<file path="src/rtl/fifo_read_ctrl_if.sv">
// Read-side port bundle of the asynchronous FIFO.
// The slave modport is the read controller; the master modport is its environment.
interface fifo_read_ctrl_if #(
    parameter int addr_size  = 4,
    parameter int word_width = 8
);
    logic                  rd_en;
    logic [addr_size:0]    wptr_gray;
    logic [word_width-1:0] data_r;
    logic [addr_size-1:0]  addr_r;
    logic [addr_size:0]    rptr_gray;
    logic [word_width-1:0] dout;
    logic                  dout_valid;
    logic                  empty;
    logic                  almost_empty;
    logic [addr_size:0]    rd_level;
    logic                  underflow;

    modport slave (
        input  rd_en, wptr_gray, data_r,
        output addr_r, rptr_gray, dout, dout_valid, empty, almost_empty, rd_level, underflow
    );

    modport master (
        output rd_en, wptr_gray, data_r,
        input  addr_r, rptr_gray, dout, dout_valid, empty, almost_empty, rd_level, underflow
    );
endinterface

</file>
<file path="src/rtl/fifo_read_ctrl.sv">
// Read-domain controller of the asynchronous FIFO: read pointer, pessimistic
// empty/level status from a synchronized write pointer, and registered read data.
module fifo_read_ctrl #(
    parameter int addr_size  = 4,
    parameter int word_width = 8,
    parameter int ae_thresh  = 2
) (
    input  logic            clk,
    input  logic            rst,
    fifo_read_ctrl_if.slave bus
);
    localparam int ptr_w = addr_size + 1;

    function automatic logic [ptr_w-1:0] gray_to_bin(input logic [ptr_w-1:0] g);
        logic [ptr_w-1:0] b;
        b = g;
        for (int i = 1; i < ptr_w; i++) b = b ^ (g >> i);
        return b;
    endfunction

    logic [ptr_w-1:0]      r_wq1;
    logic [ptr_w-1:0]      r_wq2;
    logic [ptr_w-1:0]      r_rbin;
    logic [ptr_w-1:0]      r_rptr_gray;
    logic                  r_empty;
    logic                  r_almost_empty;
    logic [ptr_w-1:0]      r_rd_level;
    logic [word_width-1:0] r_dout;
    logic                  r_dout_valid;
    logic                  r_underflow;

    logic                  w_rd_fire;
    logic [ptr_w-1:0]      w_wbin_s;
    logic [ptr_w-1:0]      w_rbin_next;
    logic [ptr_w-1:0]      w_rgray_next;
    logic [ptr_w-1:0]      w_level_next;

    // Status is computed from the post-read pointer so a read updates empty/level on the same edge.
    assign w_rd_fire    = bus.rd_en & ~r_empty;
    assign w_wbin_s     = gray_to_bin(r_wq2);
    assign w_rbin_next  = r_rbin + ptr_w'(w_rd_fire);
    assign w_rgray_next = w_rbin_next ^ (w_rbin_next >> 1);
    assign w_level_next = w_wbin_s - w_rbin_next;

    always_ff @(posedge clk or posedge rst) begin
        if (rst) begin
            r_wq1          <= '0;
            r_wq2          <= '0;
            r_rbin         <= '0;
            r_rptr_gray    <= '0;
            r_empty        <= 1'b1;
            r_almost_empty <= 1'b1;
            r_rd_level     <= '0;
            r_dout         <= '0;
            r_dout_valid   <= 1'b0;
            r_underflow    <= 1'b0;
        end else begin
            // NOTE: non-blocking assignments so r_wq2 takes the old r_wq1, giving a true two-flop synchronizer.
            r_wq1          <= bus.wptr_gray;
            r_wq2          <= r_wq1;
            r_rbin         <= w_rbin_next;
            r_rptr_gray    <= w_rgray_next;
            r_empty        <= (w_rgray_next == r_wq2);
            r_rd_level     <= w_level_next;
            r_almost_empty <= (w_level_next <= ptr_w'(ae_thresh));
            r_dout_valid   <= w_rd_fire;
            r_underflow    <= bus.rd_en & r_empty;
            if (w_rd_fire) r_dout <= bus.data_r;
        end
    end

    // Address comes straight from the pointer register: no combinational path from rd_en.
    assign bus.addr_r       = r_rbin[addr_size-1:0];
    assign bus.rptr_gray    = r_rptr_gray;
    assign bus.empty        = r_empty;
    assign bus.almost_empty = r_almost_empty;
    assign bus.rd_level     = r_rd_level;
    assign bus.dout         = r_dout;
    assign bus.dout_valid   = r_dout_valid;
    assign bus.underflow    = r_underflow;
endmodule

</file>
<file path="src/flat_wrapper.sv">
// flat-port wrapper written by rule: the top's interface ports become plain ports
module fifo_read_ctrl_flat 
#(
    parameter int addr_size  = 4,
    parameter int word_width = 8,
    parameter int ae_thresh  = 2
)
  (clk, rst, bus_rd_en, bus_wptr_gray, bus_data_r, bus_addr_r, bus_rptr_gray, bus_dout, bus_dout_valid, bus_empty, bus_almost_empty, bus_rd_level, bus_underflow);
  fifo_read_ctrl_if #(.addr_size(addr_size), .word_width(word_width)) bus_i ();
  input  logic clk;
  input  logic rst;
  input wire logic [$bits(bus_i.rd_en)-1:0] bus_rd_en;
  input wire logic [$bits(bus_i.wptr_gray)-1:0] bus_wptr_gray;
  input wire logic [$bits(bus_i.data_r)-1:0] bus_data_r;
  output wire logic [$bits(bus_i.addr_r)-1:0] bus_addr_r;
  output wire logic [$bits(bus_i.rptr_gray)-1:0] bus_rptr_gray;
  output wire logic [$bits(bus_i.dout)-1:0] bus_dout;
  output wire logic [$bits(bus_i.dout_valid)-1:0] bus_dout_valid;
  output wire logic [$bits(bus_i.empty)-1:0] bus_empty;
  output wire logic [$bits(bus_i.almost_empty)-1:0] bus_almost_empty;
  output wire logic [$bits(bus_i.rd_level)-1:0] bus_rd_level;
  output wire logic [$bits(bus_i.underflow)-1:0] bus_underflow;
  assign bus_i.rd_en = bus_rd_en;
  assign bus_i.wptr_gray = bus_wptr_gray;
  assign bus_i.data_r = bus_data_r;
  assign bus_addr_r = bus_i.addr_r;
  assign bus_rptr_gray = bus_i.rptr_gray;
  assign bus_dout = bus_i.dout;
  assign bus_dout_valid = bus_i.dout_valid;
  assign bus_empty = bus_i.empty;
  assign bus_almost_empty = bus_i.almost_empty;
  assign bus_rd_level = bus_i.rd_level;
  assign bus_underflow = bus_i.underflow;
  fifo_read_ctrl #(.addr_size(addr_size), .word_width(word_width), .ae_thresh(ae_thresh)) u_core (.clk(clk), .rst(rst), .bus(bus_i));
endmodule
</file>
<file path="config.mk">
export PLATFORM = sky130hd
export DESIGN_NAME = fifo_read_ctrl_flat
export DESIGN_NICKNAME = d
export VERILOG_FILES = /design/src/rtl/fifo_read_ctrl_if.sv /design/src/rtl/fifo_read_ctrl.sv /design/src/flat_wrapper.sv
export SDC_FILE = /design/constraint.sdc
export NUM_CORES = 1
export LEC_CHECK = 0
export BUFFER_PORTS_ARGS = -buffer_cell sky130_fd_sc_hd__buf_2
export CORE_MARGIN = 2
export CORE_UTILIZATION = 40
export CTS_BUF_LIST = sky130_fd_sc_hd__clkbuf_2 sky130_fd_sc_hd__clkbuf_4 sky130_fd_sc_hd__clkbuf_8
export DETAILED_ROUTE_END_ITERATION = 8
export GPL_ROUTABILITY_DRIVEN = 0
export PLACE_DENSITY = 0.61
export SYNTH_ARGS = -nofsm -noshare
export SYNTH_HDL_FRONTEND = slang
export SYNTH_SLANG_ARGS = --single-unit
</file>
<file path="constraint.sdc">
create_clock -name clk -period 3.3 [get_ports clk]
set_input_delay 0.165 -clock clk [delete_from_list [all_inputs] [get_ports clk]]
set_output_delay 0.165 -clock clk [all_outputs]
set_load 0.01 [all_outputs]
</file>
==> impl_metrics.yaml, run 1 <==
yosys:
  syn-instance-count: 101
  ys_warn_count: 0
  ys_seq_area_share_pct: 60.9
  syn_area_per_cell_um2: 14.7
  synth_nets: 124
  synth_seq_cells: 36
  synth_cell_type_count: 25
  synth_area_mm2: 0.00148
timing:
  fin_setup_tns_ns: 0
  clock_skew_ns: 0.00579
  hold_violations: 0
  fmax_mhz: 351
  setup_viol: 0
  tightestPinTransition_ns: 0.821
  max_slew_margin_pct: 45.2
  grt_setup_unrepaired: "no"
  post-route-period-util_pct: 86.4
  fin_crit_ns: 2.85
  maxSlewViolCount: 0
critical_path:
  crit_path_cell_trace: "xor3_2 -> xor2_1 -> xnor2_1 -> ha_1 -> inv_1 -> fa_1 -> a31oi_1 -> xnor2_1 -> a2111oi_2"
  cpMaxStageDelayCell: "xor3_2"
  cpMostUsedCell: "xnor2_1"
  r2r-start: "u_core.r_wq2[4]"
  required_ns: 3.48
  crit_path_max_incr_delay_ns: 0.49
  r2r_slack_ns: 0.45
  crit_buf_inv: 1
  cp.arrival_ns: 3.03
  setup.worst_path.end_class: "flip-flop"
  startpoint_type: "flip-flop"
  reg2reg_depth: 9
  path_class: "flip-flop to flip-flop"
  r2r-end: "u_core.bus.almost_empty"
  crit_fanout: 3
  path_delay_family: "XOR/XNOR gates"
  startpoint: "u_core.r_wq2[4]"
die:
  core_mm2: 0.00361
  num_rows: 22
  initial_core_util_pct: 41.1
  die_y_um: 64.9
  ioPinCount: 42
  die_area_mm2: 0.00421
  dieWidth_um: 64.9
global_route:
  antenna_found_initial: 0
  grt_max_degree: 24
  grt_pass1_vias: 805
  overflow: 0
  grt_use_total_pct: 13.1
  grt_pass1_wl_um: 3820
clock_tree:
  cts_made_buffers: 5
  clock-sinks: 36
  cts_htree_levels: 2
  clkSlewWorstSetupHoldPaths_ns: 0.07
  postCtsSetupRepairBufs: 0
  cts_hold_buf: 5
  clk_latency_ns: 0.29
  cts_tree: "done"
  ctsResizeCount: 0
  cts.root.buffer_cell: "clkbuf_8"
  cts_buffer_depth: 2
detailed_routing:
  drc: 0
  drt-total-wl_um: 2460
  via_per_inst: 4.33
  dr.first_iter.drc_count: 13
  wire_per_inst_um: 12.2
  dr.pass1.iters: 2
  ant_nets: 0
  dr_total_vias: 874
power:
  peakVddDrop_mv: 0.488
  p_leak_uw: 0.000936
  p_total_uw: 1950
  powerDensity_mw_per_mm2: 1020
worst_hold_path:
  hold_class: "primary input to async pin"
run_status:
  outcome: "completed"
place:
  io_buffer_count: 41
  hpwl_um: 1840
layout:
  syn_to_final_growth_pct: 28.5
  num_antenna_cells: 0
  nFillCells: 312
  drive_above_1_share_pct: 40.9
  num-nets-final: 176
job:
  cap_violations: 0
[worst max path at each step]
stage	endpoint	cells after the start	slack, ns
6_report	u_core.bus.almost_empty	9	0.45
5_1_grt	u_core.bus.almost_empty	9	0.21
4_1_cts	u_core.bus.almost_empty	9	0.42
3_5_place_dp	u_core.bus.almost_empty	9	0.43
3_3_place_gp	u_core.bus.almost_empty	9	0.60
2_1_floorplan	u_core.bus.almost_empty	11	0.48
[area by class of cell]
type | instances | area (um2) | area share, %
repair buffers | 48 | 270 | 14.2
clock inverters | 2 | 35.0 | 1.84
well taps | 48 | 60.1 | 3.15
flip-flops and latches | 36 | 903 | 47.4
multi-input cells | 54 | 531 | 27.8
inverters | 8 | 30.0 | 1.58
clock buffers | 6 | 76.3 | 4.01
[cells in the final DEF, fill, tap and decap left out]
master,instances
buf_2,41
dfstp_2,2
dlygate4sd3_1,5
ha_1,6
clkbuf_8,5
xor3_2,1
a21oi_1,2
nand3_1,2
bufinv_16,1
xor2_1,6
clkbuf_4,1
and3b_1,1
nand4_1,1
buf_4,2
a21o_1,2
fa_1,1
clkinv_2,1
inv_1,8
and4b_1,1
dfrtp_1,34
a2111oi_2,1
and2_1,1
nand2b_1,1
xor3_1,1
nand2_1,1
a311oi_1,1
xnor2_1,15
mux2_2,8
a31oi_1,1
nor2b_1,1
[Yosys cell counts]
cell type | number | area (um2)
a2111oi_2 | 1 | 15.0
a21o_1 | 2 | 15.0
a21oi_1 | 2 | 10.0
a311oi_1 | 1 | 8.76
a31oi_1 | 1 | 6.26
and2_1 | 1 | 6.26
and3b_1 | 1 | 8.76
and4b_1 | 1 | 10.0
buf_4 | 2 | 15.0
clkbuf_1 | 1 | 3.75
dfrtp_1 | 34 | 851
dfstp_2 | 2 | 52.6
fa_1 | 1 | 20.0
ha_1 | 6 | 75.1
inv_1 | 8 | 30.0
mux2_2 | 8 | 90.1
nand2_1 | 1 | 3.75
nand2b_1 | 1 | 6.26
nand3_1 | 2 | 10.0
nand4_1 | 1 | 6.26
nor2b_1 | 1 | 6.26
xnor2_1 | 15 | 131
xor2_1 | 6 | 52.6
xor3_1 | 1 | 23.8
xor3_2 | 1 | 25.0
[metrics by stage]
step / setup WS (ns) / hold WS (ns) / cells / util [%] / area [um2]
final: 0.450 / 0.0259 / 202 / 52.8 / 1910
after global routing: 0.206 / 0.0823 / 202 / 52.8 / 1910
after CTS: 0.418 / 0.0425 / 202 / 52.8 / 1910
after detailed placement: 0.434 / 0.275 / 189 / 48.4 / 1740
after global placement: 0.602 / 0.274 / 189 / 48.4 / 1740
after floorplan: 0.484 / 0.196 / 101 / - / 1480
[worst reg2reg max path, cell delays in order (launching register included)]
cell and delay, ns:
dfrtp_1 0.39, xor3_2 0.49, xor2_1 0.32, xnor2_1 0.18, ha_1 0.17, inv_1 0.06, fa_1 0.43, a31oi_1 0.22
xnor2_1 0.12, a2111oi_2 0.37
[layer usage]
layer / wire [um] / GRT usage [%] / vias up / share of wire, %
met3: 126 / 5.73 / 7 / 5.1
met1: 1070 / 14.8 / 409 / 43
met5: 0 / 0 / - / 0
met2: 1180 / 19.6 / 24 / 48
met4: 80 / 9.57 / 0 / 3.3
li1: - / - / 434 / -
[state kept, by name, summed over array words and instances (netlist names), 4 cells and up]
name	count
u_core.r_wq1	5
u_core.bus.rptr_gray	4
u_core.r_rbin	5
u_core.bus.rd_level	5
u_core.r_wq2	5
u_core.bus.dout	8
[where the power goes]
part / leakage, uW / switching, uW / internal [uW]
clock network: 0.0000586 / 150 / 232
registers: 0.000420 / 80.3 / 596
logic: 0.000458 / 465 / 424
total: 0.000936 / 695 / 1250
[kinds of logic after synthesis]
family | after synthesis | share of synthesized area, %
multiplexers | 8 | 6.08
flip-flops | 36 | 60.9
AO/OA/AOI/OAI | 7 | 3.71
AND/OR/NAND/NOR | 9 | 3.88
XOR/XNOR | 23 | 15.7
adder cells (fa/ha/maj) | 7 | 6.41
buffers and inverters | 11 | 3.29
Power figures use the tool's default switching activity.
==> run 2, diff against run 1 <==
==> constraint.sdc (replaced) <==
create_clock -name clk -period 3.3 [get_ports clk]
set_input_delay 0.495 -clock clk [delete_from_list [all_inputs] [get_ports clk]]
set_output_delay 0.495 -clock clk [all_outputs]
set_load 0.01 [all_outputs]
==> impl_metrics.yaml, run 2 (same netlist as run 1, synthesis figures left out) <==
run_status:
  outcome: "completed"
timing:
  fin_setup_tns_ns: 0
  maxSlewViolCount: 0
  fin_crit_ns: 2.80
  grt_setup_unrepaired: "no"
  post-route-period-util_pct: 84.9
  hold_violations: 0
  fmax_mhz: 357
  tightestPinTransition_ns: 0.778
  setup_viol: 0
  max_slew_margin_pct: 48.1
  clock_skew_ns: 0.00493
place:
  place_inst: 189
  io_buffer_count: 41
  hpwl_um: 1870
clock_tree:
  cts.root.buffer_cell: "clkbuf_8"
  clk_latency_ns: 0.28
  cts_hold_buf: 0
  ctsResizeCount: 0
  postCtsSetupRepairBufs: 0
  cts_tree: "done"
  clock-sinks: 36
  cts_made_buffers: 5
  cts_htree_levels: 2
  clkSlewWorstSetupHoldPaths_ns: 0.07
  cts_buffer_depth: 2
global_route:
  overflow: 0
  grt_pass1_wl_um: 3970
  grt_max_degree: 23
  grt_use_total_pct: 13.3
  antenna_found_initial: 0
  grt_pass1_vias: 868
die:
  initial_core_util_pct: 41.1
  die_area_mm2: 0.00421
  num_rows: 22
  die_y_um: 64.9
  core_mm2: 0.00361
  dieWidth_um: 64.9
  ioPinCount: 42
detailed_routing:
  dr.first_iter.drc_count: 51
  ant_nets: 0
  via_per_inst: 4.44
  dr.pass1.iters: 2
  dr_total_vias: 874
  wire_per_inst_um: 12.2
  drt-total-wl_um: 2410
  drc: 0
critical_path:
  setup.worst_path.end_class: "flip-flop"
  startpoint_type: "flip-flop"
  r2r-end: "u_core.bus.almost_empty"
  r2r_slack_ns: 0.50
  crit_fanout: 3
  required_ns: 3.48
  r2r-start: "u_core.r_wq2[4]"
  cp.arrival_ns: 2.99
  path_class: "flip-flop to flip-flop"
  reg2reg_depth: 9
layout:
  nFillCells: 324
  largest_register_ffs: 8
  syn_to_final_growth_pct: 23.9
  final-seq-area_um2: 903
  multiInputGateArea_um2: 531
  num_antenna_cells: 0
  layout_commonest_cell: "buf_2"
  drive_above_1_share_pct: 42.3
  utilization_pct: 50.9
  final_cells: 197
  final_cell_mix: "41 x buf_2, 34 x dfrtp_1, 15 x xnor2_1"
  num-nets-final: 171
job:
  cap_violations: 0
worst_hold_path:
  min_from: "bus_wptr_gray[2]"
  whs_endpoint: "u_core.r_wq1[2]"
  hold_depth: 1
  hold_class: "primary input to flip-flop"
power:
  power_frac_comb_pct: 47.5
  p_leak_uw: 0.000908
  switching_share_pct: 37.0
  switching_power_uw: 697
  p_int_uw: 1190
  clockPowerShare_pct: 16.6
  p_seq_share_pct: 36.0
  peakVddDrop_mv: 0.386
  powerDensity_mw_per_mm2: 1030
==> run 2: per-layer routing <==
layer | track usage [%] | share of wire [%] | vias to the layer above
li1 | - | - | 422
met1 | 15.4 | 43 | 422
met2 | 20.5 | 49 | 24
met3 | 4.34 | 5.2 | 6
met5 | 0 | 0 | -
met4 | 9.57 | 3.2 | 0
==> run 2: per-stage QoR <==
step	cell area [um2]	hold WS [ns]	total power, uW	setup WS (ns)
floorplan	1480	0.331	1340	0.484
global placement	1740	0.333	1560	0.578
detailed placement	1740	0.335	1600	0.484
CTS	1840	0.305	1910	0.459
global route	1840	0.300	2040	0.333
finish	1840	0.317	1880	0.498
==> run 2: worst max-delay path, cell delays in order, from the launching register on <==
cell       delay, ns
dfrtp_1         0.40
xor3_2          0.49
xor2_1          0.31
xnor2_1         0.17
ha_1            0.16
inv_1           0.06
fa_1            0.42
a31oi_1         0.22
xnor2_1         0.12
a2111oi_2       0.34
==> run 2: how the worst max path moves through the flow <==
stage	slack, ns	startpoint	depth (start not counted)	to
floorplan	0.48	u_core.bus.empty	11	u_core.bus.almost_empty
global placement	0.58	bus_rd_en	11	u_core.bus.almost_empty
detailed placement	0.48	u_core.r_wq2[4]	9	u_core.bus.almost_empty
CTS	0.46	u_core.r_wq2[4]	9	u_core.bus.almost_empty
global route	0.33	u_core.r_wq2[4]	9	u_core.bus.almost_empty
finish	0.50	u_core.r_wq2[4]	9	u_core.bus.almost_empty
==> run 2: final cells by class <==
cell class                 count  share of cell area [%]
sequential                    36                    49.2
multi-input combinational     54                    28.9
timing repair buffer          43                    12.0
clock buffer                   6                    4.50
tap                           48                    3.27
inverter                       8                    1.63
clock inverter                 2                   0.545
==> run 2: power by group through the flow <==
| stage | registers [uW] | clock network [uW] | logic, uW |
|---|---|---|---|
| finish | 678 | 312 | 894 |
| CTS | 680 | 324 | 910 |
| detailed placement | 689 | 0 | 907 |
| floorplan | 733 | 0 | 606 |
| global placement | 679 | 0 | 884 |
| global route | 695 | 355 | 994 |
==> run 3, diff against run 2 <==
Settings changed: ABC_AREA set to 1, PLACE_DENSITY 0.61 to 0.6.
Clock period 3.3 ns to 2.6 ns, I/O delays scaled along.
==> impl_metrics.yaml, run 3 <==
run_status:
  outcome: "completed"
yosys:
  syn_area_per_cell_um2: 9.26
  synth_common_cells: "66 x nand2_1, 34 x dfrtp_1, 18 x inv_1, 15 x nand2_2, 11 x nand3_1"
  ys_seq_area_share_pct: 54.2
  synth_cell_type_count: 21
  yosysTopAreaCellShare_pct: 51.1
  yosys.area.top_type: "dfrtp_1"
  ys_warn_count: 0
  synth_nets: 203
  yosysMostFrequentCell: "nand2_1"
  ys.flop_type: "dfrtp_1"
  syn-instance-count: 180
  synth_seq_cells: 36
  synth_area_leaders: "dfrtp_1 51%, nand2_1 15%, nand2_2 5.6%"
  synth-edff-count: 0
  synth_async_sr_flop_share_pct: 100
  synth_area_mm2: 0.00167
power:
  p_total_uw: 2300
  switching_share_pct: 40.9
  powerDensity_mw_per_mm2: 1120
  p_leak_uw: 0.00115
  p_seq_share_pct: 35.6
  switching_power_uw: 943
  clockPowerShare_pct: 18.0
  p_int_uw: 1360
  peakVddDrop_mv: 0.454
  power_frac_comb_pct: 46.3
layout:
  final_cells: 280
  final-seq-area_um2: 903
  syn_to_final_growth_pct: 23.3
  num_antenna_cells: 0
  final_cell_mix: "66 x nand2_1, 41 x buf_2, 34 x dfrtp_1"
  multiInputGateArea_um2: 687
  drive_above_1_share_pct: 36.1
  layout_commonest_cell: "nand2_1"
  nFillCells: 389
  num-nets-final: 252
  largest_register_ffs: 8
critical_path:
  crit_fanout: 4
  setup.worst_path.end_class: "flip-flop"
  required_ns: 2.82
  crit_path_max_incr_delay_ns: 0.42
  crit_path_cell_trace: "inv_1 -> nand2_1 -> nand2_1 -> nand2_2 -> nand2_4 -> xor2_4 -> xor2_1 -> ha_1 -> inv_1 -> fa_1 -> nand2_1 -> inv_1 -> nand3_1 -> nand2_1 -> nand2_1 -> nand2_2 -> nor2_2"
  path_class: "flip-flop to flip-flop"
  startpoint_type: "flip-flop"
  cpMostUsedCell: "nand2_1"
  cp.arrival_ns: 2.57
  cpMaxStageDelayCell: "fa_1"
  path_delay_family: "simple AND/OR/NAND/NOR gates"
  crit_buf_inv: 3
timing:
  post-route-period-util_pct: 90.2
  fmax_mhz: 427
  maxSlewViolCount: 0
  grt_setup_unrepaired: "no"
  max_slew_margin_pct: 70.8
  clock_skew_ns: 0.00636
  hold_ws_ns: 0.183
  setup_viol: 0
  fin_setup_tns_ns: 0
  tightestPinTransition_ns: 0.438
  worst_slack_ns: 0.256
  fin_crit_ns: 2.34
  hold_violations: 0
clock_tree:
  clkSlewWorstSetupHoldPaths_ns: 0.07
  cts_htree_levels: 2
  postCtsSetupRepairBufs: 0
  cts.root.buffer_cell: "clkbuf_8"
  clk_latency_ns: 0.28
  cts_buffer_depth: 2
  cts_made_buffers: 5
  cts_tree: "done"
  clock-sinks: 36
detailed_routing:
  dr.first_iter.drc_count: 39
  drc: 0
  wire_per_inst_um: 10.2
  dr.pass1.iters: 4
  dr_total_vias: 1236
  via_per_inst: 4.41
  ant_nets: 0
  drt-total-wl_um: 2860
place:
  place_inst: 272
  io_buffer_count: 41
  hpwl_um: 2200
  dp_slack_ns: 0.235
die:
  num_rows: 23
  initial_core_util_pct: 41.7
  core_mm2: 0.00400
  dieWidth_um: 68.6
  die_area_mm2: 0.00470
  die_y_um: 68.6
  ioPinCount: 42
global_route:
  top_usage_layer: "met2"
  antenna_found_initial: 0
  use_met1_pct: 18.2
  grtUsageMet3_pct: 4.87
  grt_max_degree: 37
  grt.met2_usage_pct: 21.5
  grt_pass1_vias: 1081
  grt_pass1_wl_um: 4720
  grt_use_total_pct: 14.0
  overflow: 0
job:
  cap_violations: 0
worst_hold_path:
  hold_class: "primary input to async pin"
==> run 3: repair_timing <==
item	4_1_cts	5_1_grt
gates resized for setup	0	2
setup endpoints to repair	0	1
hold buffers	0	0
==> run 3: power by group through the flow <==
stage,Sequential (uW),Combinational (uW),Clock (uW)
global route,845,1240,456
finish,821,1070,416
CTS,822,1090,433
detailed placement,832,1080,0
floorplan,892,721,0
global placement,833,1080,0
==> run 3: through the flow <==
step / util (%) / cell area [um2]
after floorplan: - / 1670
after global placement: 48.5 / 1940
after detailed placement: 48.5 / 1940
after CTS: 51.0 / 2040
after global routing: 51.4 / 2060
final: 51.4 / 2060
==> run 3: final timing paths <==
| kind | depth (start not counted) | endpoint | slack (ns) | from |
|---|---|---|---|---|
| max | 17 | u_core.bus.almost_empty | 0.26 | u_core.r_wq2[3] |
| min | 3 | u_core.r_wq1[0] | 0.18 | rst |
| max reg2reg | 17 | u_core.bus.almost_empty | 0.26 | u_core.r_wq2[3] |
| min reg2reg | 0 | u_core.r_wq2[4] | 0.34 | u_core.r_wq1[4] |
| max in group asynchronous | 3 | u_core.bus.empty | 2.06 | rst |
| min in group clk | 1 | u_core.r_wq1[0] | 0.21 | bus_wptr_gray[0] |
==> run 3: kinds of logic after synthesis <==
group,after synthesis,synth area share (%)
compound gates,2,0.601
simple gates,108,31.4
flops,36,54.2
fa+ha+maj,7,5.71
xor+xnor,4,2.55
buf+inv,23,5.56
==> run 3: area by class of cell <==
class,instances,area share (%)
clock buffers,7,4.38
repair buffers,43,10.7
clock inverters,1,0.365
flip-flops and latches,36,43.9
inverters,22,4.14
multi-input cells,121,33.4
well taps,50,3.04
==> run 3: per-layer routing <==
| layer | vias up | share of wire [%] |
|---|---|---|
| li1 | 643 | - |
| met1 | 561 | 49 |
| met2 | 27 | 44 |
| met3 | 5 | 4.9 |
| met4 | 0 | 1.4 |
| met5 | - | 0 |
==> run 3: worst min-delay path: cells and delay by family <==
| family | cells | cell delay, ns |
|---|---|---|
| buffers and inverters | 3 | 0.50 |
